**src/rtl/mem_wb_stage.sv**
```systemverilog
// mem_wb_stage: MEM/WB pipeline register with writeback select.
// Registers the selected writeback value, destination register and write enable,
// and keeps a sticky halt flag and a retired-instruction counter.
// Ports:
//   clk, reset                  rising-edge clock, async active-high reset
//   stall, flush                hold all state / insert a bubble (flush wins)
//   in_valid, instruction       MEM-stage instruction (rd = instruction[11:7])
//   ALU_result, DataWord,
//   PC_plus4, imm32             writeback candidates
//   opcode, RegWrite, WbSel     control from mem_access
//   wb_wEn, wb_rd, wb_data      register-file write port
//   fwd_valid                   WB forwarding entry valid
//   halt                        sticky halt-opcode-retired flag
//   retired_count               retired valid instruction count (wraps)
module mem_wb_stage #(
    parameter int unsigned CNT_WIDTH   = 32,
    parameter logic [6:0]  HALT_OPCODE = 7'h00
) (
    input  logic                 clk,
    input  logic                 reset,
    input  logic                 stall,
    input  logic                 flush,
    input  logic                 in_valid,
    input  logic [31:0]          instruction,
    input  logic [31:0]          ALU_result,
    input  logic [31:0]          DataWord,
    input  logic [31:0]          PC_plus4,
    input  logic [31:0]          imm32,
    input  logic [6:0]           opcode,
    input  logic                 RegWrite,
    input  logic [1:0]           WbSel,
    output logic                 wb_wEn,
    output logic [4:0]           wb_rd,
    output logic [31:0]          wb_data,
    output logic                 fwd_valid,
    output logic                 halt,
    output logic [CNT_WIDTH-1:0] retired_count
);

    localparam int unsigned DATA_W = 32;
    localparam int unsigned RD_W   = 5;

    logic              wen_q;
    logic [RD_W-1:0]   rd_q;
    logic [DATA_W-1:0] data_q;
    logic [DATA_W-1:0] wb_mux_c;
    logic [RD_W-1:0]   rd_c;
    logic              unused_bits;

    assign rd_c        = instruction[11:7];
    assign unused_bits = &{instruction[31:12], instruction[6:0], 1'b0};

    // Writeback source select, evaluated ahead of the register.
    always_comb begin
        wb_mux_c = ALU_result;
        unique case (WbSel)
            2'b00:   wb_mux_c = ALU_result;
            2'b01:   wb_mux_c = DataWord;
            2'b10:   wb_mux_c = PC_plus4;
            2'b11:   wb_mux_c = imm32;
            default: wb_mux_c = ALU_result;
        endcase
    end

    // Pipeline register, halt flag and retire counter; reset > flush > stall > load.
    always_ff @(posedge clk or posedge reset) begin
        if (reset) begin
            wen_q         <= 1'b0;
            rd_q          <= '0;
            data_q        <= '0;
            halt          <= 1'b0;
            retired_count <= '0;
        end else if (flush) begin
            wen_q  <= 1'b0;
            rd_q   <= '0;
            data_q <= '0;
        end else if (!stall) begin
            // x0 is hardwired to zero, so rd == 0 never produces a write.
            wen_q  <= in_valid & RegWrite & (rd_c != RD_W'(0));
            rd_q   <= rd_c;
            data_q <= wb_mux_c;
            if (in_valid) begin
                retired_count <= retired_count + CNT_WIDTH'(1);
                if (opcode == HALT_OPCODE) begin
                    halt <= 1'b1;
                end
            end
        end
    end

    assign wb_wEn    = wen_q;
    assign wb_rd     = rd_q;
    assign wb_data   = data_q;
    assign fwd_valid = wen_q;

endmodule

```
**config.mk**
```make
export PLATFORM = sky130hd
export DESIGN_NAME = mem_wb_stage
export DESIGN_NICKNAME = d
export VERILOG_FILES = /design/src/rtl/mem_wb_stage.sv
export SDC_FILE = /design/constraint.sdc
export NUM_CORES = 1
export LEC_CHECK = 0
export BUFFER_PORTS_ARGS = -buffer_cell sky130_fd_sc_hd__buf_2
export CAP_MARGIN = 10
export CELL_PAD_IN_SITES_DETAIL_PLACEMENT = 0
export CELL_PAD_IN_SITES_GLOBAL_PLACEMENT = 1
export CORE_MARGIN = 4
export CORE_UTILIZATION = 35
export CTS_BUF_LIST = sky130_fd_sc_hd__clkbuf_2 sky130_fd_sc_hd__clkbuf_4 sky130_fd_sc_hd__clkbuf_8
export DETAILED_ROUTE_END_ITERATION = 8
export PLACE_DENSITY_LB_ADDON = 0.1
export SYNTH_ARGS = -nofsm -noshare
export SYNTH_HDL_FRONTEND = slang
export SYNTH_SLANG_ARGS = --single-unit
```
**constraint.sdc**
```tcl
create_clock -name clk -period 3.7 [get_ports clk]
set_clock_uncertainty 0.05 [all_clocks]
set_input_delay 0.37 -clock clk [delete_from_list [all_inputs] [get_ports clk]]
set_output_delay 0.37 -clock clk [all_outputs]
set_load 0.01 [all_outputs]
```
==> reports/summary.md, run 1 <==
Critical path
- cell at the slowest stage of the critical path: nor3_2
- path depth of the worst reg2reg path: 5
- type of the worst setup path: input pin to flip-flop
- start point of the critical path: flush
- Worst EP required: 3.88 ns
- cell-by-cell trace of the critical path: buf_2 > nand4bb_4 > nor3_2 > nand4_1 > xnor2_1
- Worst Setup EP: retired_count[24]
- worst reg2reg startpoint: retired_count[0]
- CP endpoint kind: flip-flop
- CP Data Arrival Time: 2.17 ns
- highest cell delay on the worst timing path: 0.68 ns
- slack of the worst reg-to-reg path: 1.75 ns
- Reg-to-Reg End: retired_count[24]
- Levels on crit path: 5
- number of buffers and inverters on the critical path: 1
- Top delay family on crit path: simple AND/OR/NAND/NOR gates
- type of origin of the critical path: input pin
- maximum fanout count along the critical path: 40

Synthesis
- share of synthesized registers carrying an async set or reset: 1.00
- Synth Warn #: 0
- number of enable-type register cells in the synthesized netlist: 0
- Mapped Nets: 473
- summed instance area of the synthesized netlist: 3840 um^2
- leading post-synthesis cells by instance count: dfrtp_1, nor2_1, mux2i_1
- Cell variety after synth: 30
- syn avg cell area: 12.9 um^2
- most area-hungry cell type in the Yosys netlist: dfrtp_1
- most common cell in the netlist: dfrtp_1
- register bit total from synthesis: 71
- top_reg_cell synth: dfrtp_1
- proportion of synthesized chip area in sequential cells: 0.463
- area fraction of the dominant cell type after synthesis: 0.463
- Post-Synthesis Cells: 297
- dominant cells by area after synthesis: dfrtp_1, mux4_2, mux2i_1, xnor2_1, nor2_1

Finish
- # fillers: 1007
- Syn-to-layout area delta: 35.2%
- net count reported at finish: 687
- number of standard cells in the final layout excluding fillers: 653
- share of post-route cells with drive strength above 1: 0.540

Floorplan
- Total Die Area: 12700 um^2
- core box area: 10500 um^2
- number of top-level design ports: 247
- initial core utilization: 0.366
- number of rows created at floorplan: 37
- die height: 113 um
- die width: 113 um

Place
- Placer Congestion: 0.794
- IO buf count: 219
- post-detailed-placement half-perimeter wirelength: 8540 um
- Placed Cells incl. Taps: 636

Job
- max capacitance violation total: 0

Timing
- setup repair after global routing missed its margin: no
- setup_tns: 0 ns
- number of hold violations in the final report: 0
- worst slew pin tran: 1.02 ns
- total of endpoints with negative setup slack in the final report: 0
- Final min period: 1.99 ns
- upper clock frequency limit: 504 MHz
- period utilisation layout: 0.537
- Max-Slew Margin vs Limit: 0.321
- max-slew violations: 0

Clock network
- number of sinks handled by clock tree synthesis: 71
- Max Root-Sink Buffers: 2
- CTS tree: built
- number of buffers inserted by post-CTS setup repair: 0
- clock root buffer master: clkbuf_8
- Clk Latency, worst-skew pair: 0.34 ns
- hold-fix buffer count after cts: 0
- number of buffers created by CTS: 9
- clock-pin slew on the worst setup and hold paths: 0.08 ns
- cells resized by post-CTS repair: 0
- maximum level of the CTS H-tree: 3

Global route
- number of global-route vias before repair: 3295
- largest net degree at the start of global routing: 41
- GRT Total Usage: 0.169
- global-route wire length before repair: 16800 um
- number of antenna violations at the first check in global routing: 4
- total overflow reported by the global router: 0

Route
- vias per inst: 4.90
- Starting DRT DRC Count: 96
- wire per inst: 16.6 um
- vias after detailed routing: 3201
- total detailed-routing wirelength: 10800 um
- Detail Route Antenna Nets: 0
- total DRC errors in the routed layout: 0
- iteration count of the initial detailed-routing pass: 4

Outcome
- result of the run: finished clean

Worst hold path
- worst min-delay path class: input pin to async pin

Power
- post-layout power: 1810 uW
- power per cell area: 349 nW/um^2
- P_leak: 0.00272 uW
- worst-case vdd ir drop: 0.133 mV

==> state kept, by name (all words and copies together) (netlist names) <==
register,flops
fwd_valid,1
halt,1
retired_count,32
wb_data,32
wb_rd,5
==> worst min-delay path by stage <==
stage / from / end / depth (start not counted)
2_1_floorplan: retired_count[31] / retired_count[31] / 1
3_3_place_gp: halt / halt / 1
3_5_place_dp: retired_count[31] / retired_count[31] / 1
4_1_cts: reset / retired_count[9] / 2
5_1_grt: reset / retired_count[9] / 2
6_report: reset / retired_count[0] / 2
==> per-layer routing <==
layer / GRT usage / share of wire / vias up
met1: 0.187 / 0.37 / 1536
met2: 0.301 / 0.53 / 124
met3: 0.0529 / 0.080 / 20
met5: 0 / 0.0018 / -
li1: - / - / 1517
met4: 0.0665 / 0.021 / 4
==> report_power, final <==
group          total, uW  switching [uW]  internal [uW]
registers            883            52.8            830
clock network        546             284            262
logic                382             179            203
==> layout make-up <==
type,count,area [um^2],share of cell area
multi-input combinational,206,1950,0.376
antenna,2,5.00,0.000964
tap,136,170,0.0328
clock buffer,11,145,0.0279
sequential,71,1780,0.342
clock inverter,4,22.5,0.00434
inverter,1,3.75,0.000723
timing repair buffer,222,1120,0.215
==> worst register-to-register path, cell delays in order (launching register included) <==
cell	delay, ns
dfrtp_1	0.43
ha_1	0.23
nand4_1	0.12
nor3_2	0.60
nand4_1	0.23
xnor2_1	0.17
==> cells in the final DEF, fill, tap and decap left out, types with 2 or more instances in the layout <==
| master | netlist | final |
|---|---|---|
| nand3_1 | 9 | 9 |
| xor2_1 | 7 | 7 |
| nand4b_1 | 2 | 2 |
| dfrtp_1 | 71 | 71 |
| clkinv_2 | 0 | 3 |
| buf_2 | 3 | 219 |
| mux4_2 | 32 | 32 |
| clkbuf_8 | 0 | 10 |
| nor2_1 | 43 | 43 |
| nor4_1 | 2 | 2 |
| and2_1 | 3 | 3 |
| nand2_1 | 12 | 12 |
| xnor2_1 | 24 | 24 |
| mux2i_1 | 37 | 37 |
| and3_1 | 3 | 3 |
| nor3_2 | 3 | 3 |
| diode_2 | 0 | 2 |
| and4_1 | 2 | 2 |
| buf_4 | 5 | 3 |
| nor3_1 | 3 | 3 |
| nand4_1 | 16 | 16 |
==> cells by family (layout without fill, tap and decap cells) <==
group,count (synthesis),count (layout),share of synthesized area
compound gates,2,2,0.00358
buf+inv,20,238,0.0293
xor+xnor,31,31,0.0707
fa+ha+maj,1,1,0.00326
mux,70,70,0.287
flops,71,71,0.463
other cells,0,2,0
simple gates,102,102,0.144
==> metrics by stage <==
stage               hold slack (ns)   util  area, um^2  setup slack (ns)
floorplan                     0.457      -        3840              1.48
global placement              0.404  0.478        5020              1.34
detailed placement            0.412  0.478        5020              1.31
CTS                           0.148  0.494        5190              1.68
global route                  0.190  0.494        5190              1.59
finish                        0.133  0.494        5190              1.71
No activity file was read; power rests on OpenSTA's default activity.
==> run 2, diff against run 1 <==
Settings changed: CORE_UTILIZATION 35 to 29.
Clock period 3.7 ns to 1.6 ns, I/O delays scaled along.
==> reports/summary.md, run 2 (same netlist as run 1, synthesis figures left out) <==
Route
- total detailed-routing wirelength: 11600 um, +6.9%
- wire per inst: 16.3 um, -1.9%
- vias after detailed routing: 3317, +3.6%
- iteration count of the initial detailed-routing pass: 4, unchanged
- Detail Route Antenna Nets: 0, unchanged
- vias per inst: 4.67, -4.8%
- total DRC errors in the routed layout: 0, unchanged
- Starting DRT DRC Count: 127, +32%

Finish
- sequential cell area: 1780 um^2, unchanged
- share of post-route cells with drive strength above 1: 0.558, +0.0178
- net count reported at finish: 709, +3.2%
- leading cell type in the layout, fill and taps excluded: buf_2
- Syn-to-layout area delta: 44.1%
- area used by multi-input combinational logic: 1950 um^2, unchanged
- number of standard cells in the final layout excluding fillers: 711, +8.9%
- # fillers: 1251, +24%
- post-layout utilization of the core: 0.433, -0.0610
- commonest cells after routing, fill and taps aside: buf_2, dfrtp_1, nor2_1
- post-route cell area: 5530 um^2, +6.6%

Timing
- final worst slack: 0.119 ns, -1.59 ns
- setup repair after global routing missed its margin: yes
- worst slew pin tran: 0.433 ns, -0.586 ns
- Max-Slew Margin vs Limit: 0.712, +0.391
- total of endpoints with negative setup slack in the final report: 0, unchanged
- max-slew violations: 0, unchanged
- upper clock frequency limit: 675 MHz
- period utilisation layout: 0.925
- number of hold violations in the final report: 0, unchanged
- Final min period: 1.48 ns

Critical path
- cell at the slowest stage of the critical path: dfrtp_1
- Reg-to-Reg End: retired_count[31]
- highest cell delay on the worst timing path: 0.35 ns, -0.33 ns
- Worst EP required: 1.77 ns, -2.11 ns
- CP Data Arrival Time: 1.65 ns, -0.52 ns
- Top delay family on crit path: simple AND/OR/NAND/NOR gates
- cell-by-cell trace of the critical path: nand4_1 > nor3_4 > buf_12 > nand4_1 > xnor2_1
- type of origin of the critical path: flip-flop
- CP endpoint kind: flip-flop
- number of buffers and inverters on the critical path: 1, unchanged
- maximum fanout count along the critical path: 12, -70%
- path depth of the worst reg2reg path: 5, unchanged
- worst reg2reg startpoint: retired_count[6]
- dominant cell type by count on the critical path: nand4_1
- type of the worst setup path: flip-flop to flip-flop
- slack of the worst reg-to-reg path: 0.12 ns, -1.63 ns

Global route
- number of antenna violations at the first check in global routing: 3, -1
- number of global-route vias before repair: 3686, +12%
- met3 Use GR: 0.0622, +0.00927
- global-route wire length before repair: 18200 um, +7.8%
- GRT Total Usage: 0.157, -0.0116
- total overflow reported by the global router: 0, unchanged
- Global Route met2 Usage: 0.280, -0.0201
- largest net degree at the start of global routing: 39, -4.9%
- global routing met1 resource utilization: 0.169, -0.0186
- peak-usage layer in the global routing report: met2

Floorplan
- core box area: 12800 um^2, +22%
- number of rows created at floorplan: 41, +11%
- die height: 123 um, +9.2%
- Total Die Area: 15200 um^2, +19%
- initial core utilization: 0.301, -0.0648
- number of top-level design ports: 247, unchanged
- die width: 123 um, +9.2%

Outcome
- result of the run: finished clean

Power
- net switching power of the design: 1220 uW, +140%
- worst-case vdd ir drop: 0.383 mV, +190%
- total internal power: 3410 uW, +160%
- share of power burned in the clock network: 0.345, +0.043
- P_leak: 0.00288 uW, +5.9%
- Combinational Power Share: 0.225, +0.014
- Seq pwr share: 0.430, -0.057
- power per cell area: 837 nW/um^2, +140%
- Switching Share: 0.263, -0.0223

Place
- worst setup slack before clock tree synthesis: 0.113 ns, -1.19 ns
- Placed Cells incl. Taps: 693, +9.0%
- IO buf count: 219, unchanged
- Placer Congestion: 0.740, -6.8%
- area of placed instances: 5290 um^2, +5.4%
- post-detailed-placement half-perimeter wirelength: 9340 um, +9.3%

Clock network
- Clk Latency, worst-skew pair: 0.34 ns, about the same
- clock root buffer master: clkbuf_8
- number of buffers inserted by post-CTS setup repair: 0, unchanged
- Max Root-Sink Buffers: 2, unchanged
- maximum level of the CTS H-tree: 3, unchanged
- number of sinks handled by clock tree synthesis: 71, unchanged
- clock-pin slew on the worst setup and hold paths: 0.08 ns, about the same
- number of buffers created by CTS: 9, unchanged
- CTS tree: built

Worst hold path
- number of cells traversed by the worst hold path: 3
- sink of the worst hold path: wb_rd[3]
- worst min-delay path class: input pin to flip-flop
- worst hold path startpoint: instruction[10]

Job
- max capacitance violation total: 0, unchanged

[run 2: worst max path at each step]
stage                           startpoint           endpoint  slack (ns)  cells past startpoint
after global routing      retired_count[6]  retired_count[28]       -0.01                      5
after global placement    retired_count[6]  retired_count[24]        0.13                      5
after floorplan                   WbSel[0]        wb_data[16]        0.13                      5
after CTS                 retired_count[6]  retired_count[28]        0.09                      5
after detailed placement          WbSel[0]        wb_data[29]        0.11                      5
final                     retired_count[6]  retired_count[31]        0.12                      5
[run 2: power by group through the flow]
stage | logic [uW] | registers, uW | clock network (uW)
2_1_floorplan | 443 | 2120 | 0
3_3_place_gp | 1060 | 2020 | 0
3_5_place_dp | 1070 | 2020 | 0
4_1_cts | 1070 | 1990 | 1660
5_1_grt | 1160 | 2010 | 1740
6_report | 1040 | 1990 | 1600
[run 2: stage by stage]
step	TNS (ns)	total power (uW)	hold WS, ns
after CTS	0	4720	0.00510
after global placement	0	3080	0.132
after global routing	-0.0139	4910	0.0356
after detailed placement	0	3100	0.131
after floorplan	0	2570	0.263
final	0	4630	0.0274
[run 2: per-layer routing]
metal / vias to the layer above / routed length, um
met4: 4 / 192
met1: 1591 / 4090
met5: - / 26
li1: 1562 / -
met2: 142 / 6090
met3: 18 / 1160
[run 2: worst min-delay path, delay by kind of cell]
| family | cells | cell delay [ns] |
|---|---|---|
| multiplexers | 1 | 0.06 |
| buffers and inverters | 1 | 0.09 |
| AND/OR/NAND/NOR | 1 | 0.08 |
[run 2: area by class of cell]
class | instances | area share
Tap cell | 172 | 0.0389
Timing Repair Buffer | 244 | 0.244
Inverter | 1 | 0.00136
Antenna cell | 1 | 0.000452
Multi-Input combinational cell | 206 | 0.353
Sequential cell | 71 | 0.321
Clock buffer | 14 | 0.0348
Clock inverter | 2 | 0.00633
[run 2: what timing repair did]
item / in CTS / in global routing
hold endpoints to repair: 14 / 0
resized for setup: 0 / 1
hold buffers: 1 / 0
endpoints found under the setup margin: 0 / 3
==> run 3, diff against run 2 <==
Settings changed: PLACE_DENSITY set to 0.79, PLACE_DENSITY_LB_ADDON 0.1 to unset.
==> reports/summary.md, run 3 (same netlist as run 1, synthesis figures left out) <==
Floorplan
- number of rows created at floorplan: 41, unchanged
- initial core utilization: 0.301, unchanged
- die height: 123 um, unchanged
- die width: 123 um, unchanged
- Total Die Area: 15200 um^2, unchanged
- number of top-level design ports: 247, unchanged
- core box area: 12800 um^2, unchanged

Critical path
- highest cell delay on the worst timing path: 0.36 ns, about the same
- CP endpoint kind: flip-flop
- CP Data Arrival Time: 1.67 ns, +0.02 ns
- type of the worst setup path: flip-flop to flip-flop
- cell at the slowest stage of the critical path: dfrtp_1
- cell-by-cell trace of the critical path: nand4_1 > buf_4 > nor3_4 > buf_12 > nand4_1 > xnor2_1
- Worst EP required: 1.77 ns, about the same
- maximum fanout count along the critical path: 12, unchanged
- worst reg2reg startpoint: retired_count[3]
- start point of the critical path: retired_count[3]
- Top delay family on crit path: simple AND/OR/NAND/NOR gates
- number of buffers and inverters on the critical path: 2, +1
- type of origin of the critical path: flip-flop
- dominant cell type by count on the critical path: nand4_1

Power
- post-layout power: 4510 uW, -2.5%
- worst-case vdd ir drop: 0.429 mV, +12%
- P_leak: 0.00287 uW, -0.57%
- power per cell area: 822 nW/um^2, -1.8%

Timing
- setup repair after global routing missed its margin: no
- max-slew violations: 0, unchanged
- period utilisation layout: 0.935, +0.00963
- Final min period: 1.50 ns, +0.0154 ns
- number of hold violations in the final report: 0, unchanged
- worst slew pin tran: 0.654 ns, +0.221 ns
- total of endpoints with negative setup slack in the final report: 0, unchanged
- Max-Slew Margin vs Limit: 0.564, -0.147
- upper clock frequency limit: 668 MHz, -1.0%
- setup_tns: 0 ns, unchanged

Clock network
- Max Root-Sink Buffers: 2, unchanged
- number of sinks handled by clock tree synthesis: 71, unchanged
- CTS tree: built
- maximum level of the CTS H-tree: 3, unchanged
- clock root buffer master: clkbuf_8
- Clk Latency, worst-skew pair: 0.34 ns, about the same
- clock-pin slew on the worst setup and hold paths: 0.08 ns, about the same
- number of buffers created by CTS: 9, unchanged

Finish
- # fillers: 1252, +0.080%
- ant diodes: 0, -1
- commonest cells after routing, fill and taps aside: buf_2, dfrtp_1, nor2_1
- leading cell type in the layout, fill and taps excluded: buf_2
- Syn-to-layout area delta: 43.0%
- share of post-route cells with drive strength above 1: 0.558, about the same
- area used by multi-input combinational logic: 1960 um^2, +0.38%
- sequential cell area: 1780 um^2, unchanged
- net count reported at finish: 708, -0.14%

Global route
- global-route wire length before repair: 17100 um, -5.6%
- number of antenna violations at the first check in global routing: 1, -2
- number of global-route vias before repair: 3423, -7.1%
- GRT Total Usage: 0.146, -0.0111
- total overflow reported by the global router: 0, unchanged
- largest net degree at the start of global routing: 72, +85%

Route
- total DRC errors in the routed layout: 0, unchanged
- Detail Route Antenna Nets: 0, unchanged
- Starting DRT DRC Count: 116, -8.7%
- vias after detailed routing: 3318, +0.030%
- wire per inst: 16.0 um, -1.4%
- total detailed-routing wirelength: 11400 um, -1.8%
- vias per inst: 4.69, +0.45%
- iteration count of the initial detailed-routing pass: 4, unchanged

Worst hold path
- worst min-delay path class: input pin to flip-flop
- worst hold path startpoint: instruction[7]

Place
- IO buf count: 219, unchanged
- Placer Congestion: 0.769, +3.9%
- post-detailed-placement half-perimeter wirelength: 9130 um, -2.3%

Outcome
- result of the run: finished clean

Job
- max capacitance violation total: 0, unchanged

==> run 3: changes by cell type in the layout (fill, tap and decap cells not counted) <==
cell and change:
clkbuf_8 -3, buf_12 -1, clkbuf_4 +1, clkinvlp_4 +1, diode_2 -1, xnor2_1 -1
xnor2_2 +1
==> run 3: timing repair <==
action / 4_1_cts / 5_1_grt
setup buffers: 0 / 2
hold buffers: 1 / 0
endpoints found under the hold margin: 71 / 0
gates resized for setup: 0 / 2
setup endpoints to repair: 0 / 7
==> run 3: area by class of cell <==
class                      instances  area share
sequential                        71       0.323
multi-input combinational        206       0.357
inverter                           1     0.00137
clock inverter                     3     0.00774
timing repair buffer             243       0.243
tap                              172      0.0392
clock buffer                      12      0.0289
==> run 3: path summary, 6_finish.rpt <==
path | end | cells after the start | slack, ns
min | wb_rd[0] | 3 | 0.03
min reg2reg | halt | 1 | 0.42
max in group asynchronous | wb_data[23] | 4 | 0.77
min in group asynchronous | halt | 4 | 0.42
max | retired_count[31] | 6 | 0.10
max reg2reg | retired_count[31] | 6 | 0.10
==> run 3: worst register-to-register path: stages, from the launching register on <==
cell and delay (ns):
dfrtp_1 0.36, nand4_1 0.18, buf_4 0.20, nor3_4 0.19, buf_12 0.16, nand4_1 0.12, xnor2_1 0.14
==> run 3: metal layers <==
layer	routed length, um	track usage	vias up
li1	-	-	1555
met1	4270	0.167	1612
met2	6090	0.263	140
met3	868	0.0503	9
met4	110	0.0332	2
met5	7	0	-
==> run 3: power by group <==
part           internal [uW]  switching (uW)  leakage (uW)
combinational            558             482       0.00181
clock                    813             665      0.000102
sequential              1920            75.1      0.000958
==> run 3: stage by stage <==
step	cell area [um^2]	hold WS, ns	setup slack, ns	cells	utilization
global placement	5260	0.247	0.129	690	0.411
floorplan	3840	0.263	0.128	297	-
global route	5490	0.0459	0.00366	708	0.430
CTS	5470	0.00883	0.0403	706	0.428
detailed placement	5260	0.249	0.0707	690	0.411
finish	5490	0.0307	0.104	708	0.430
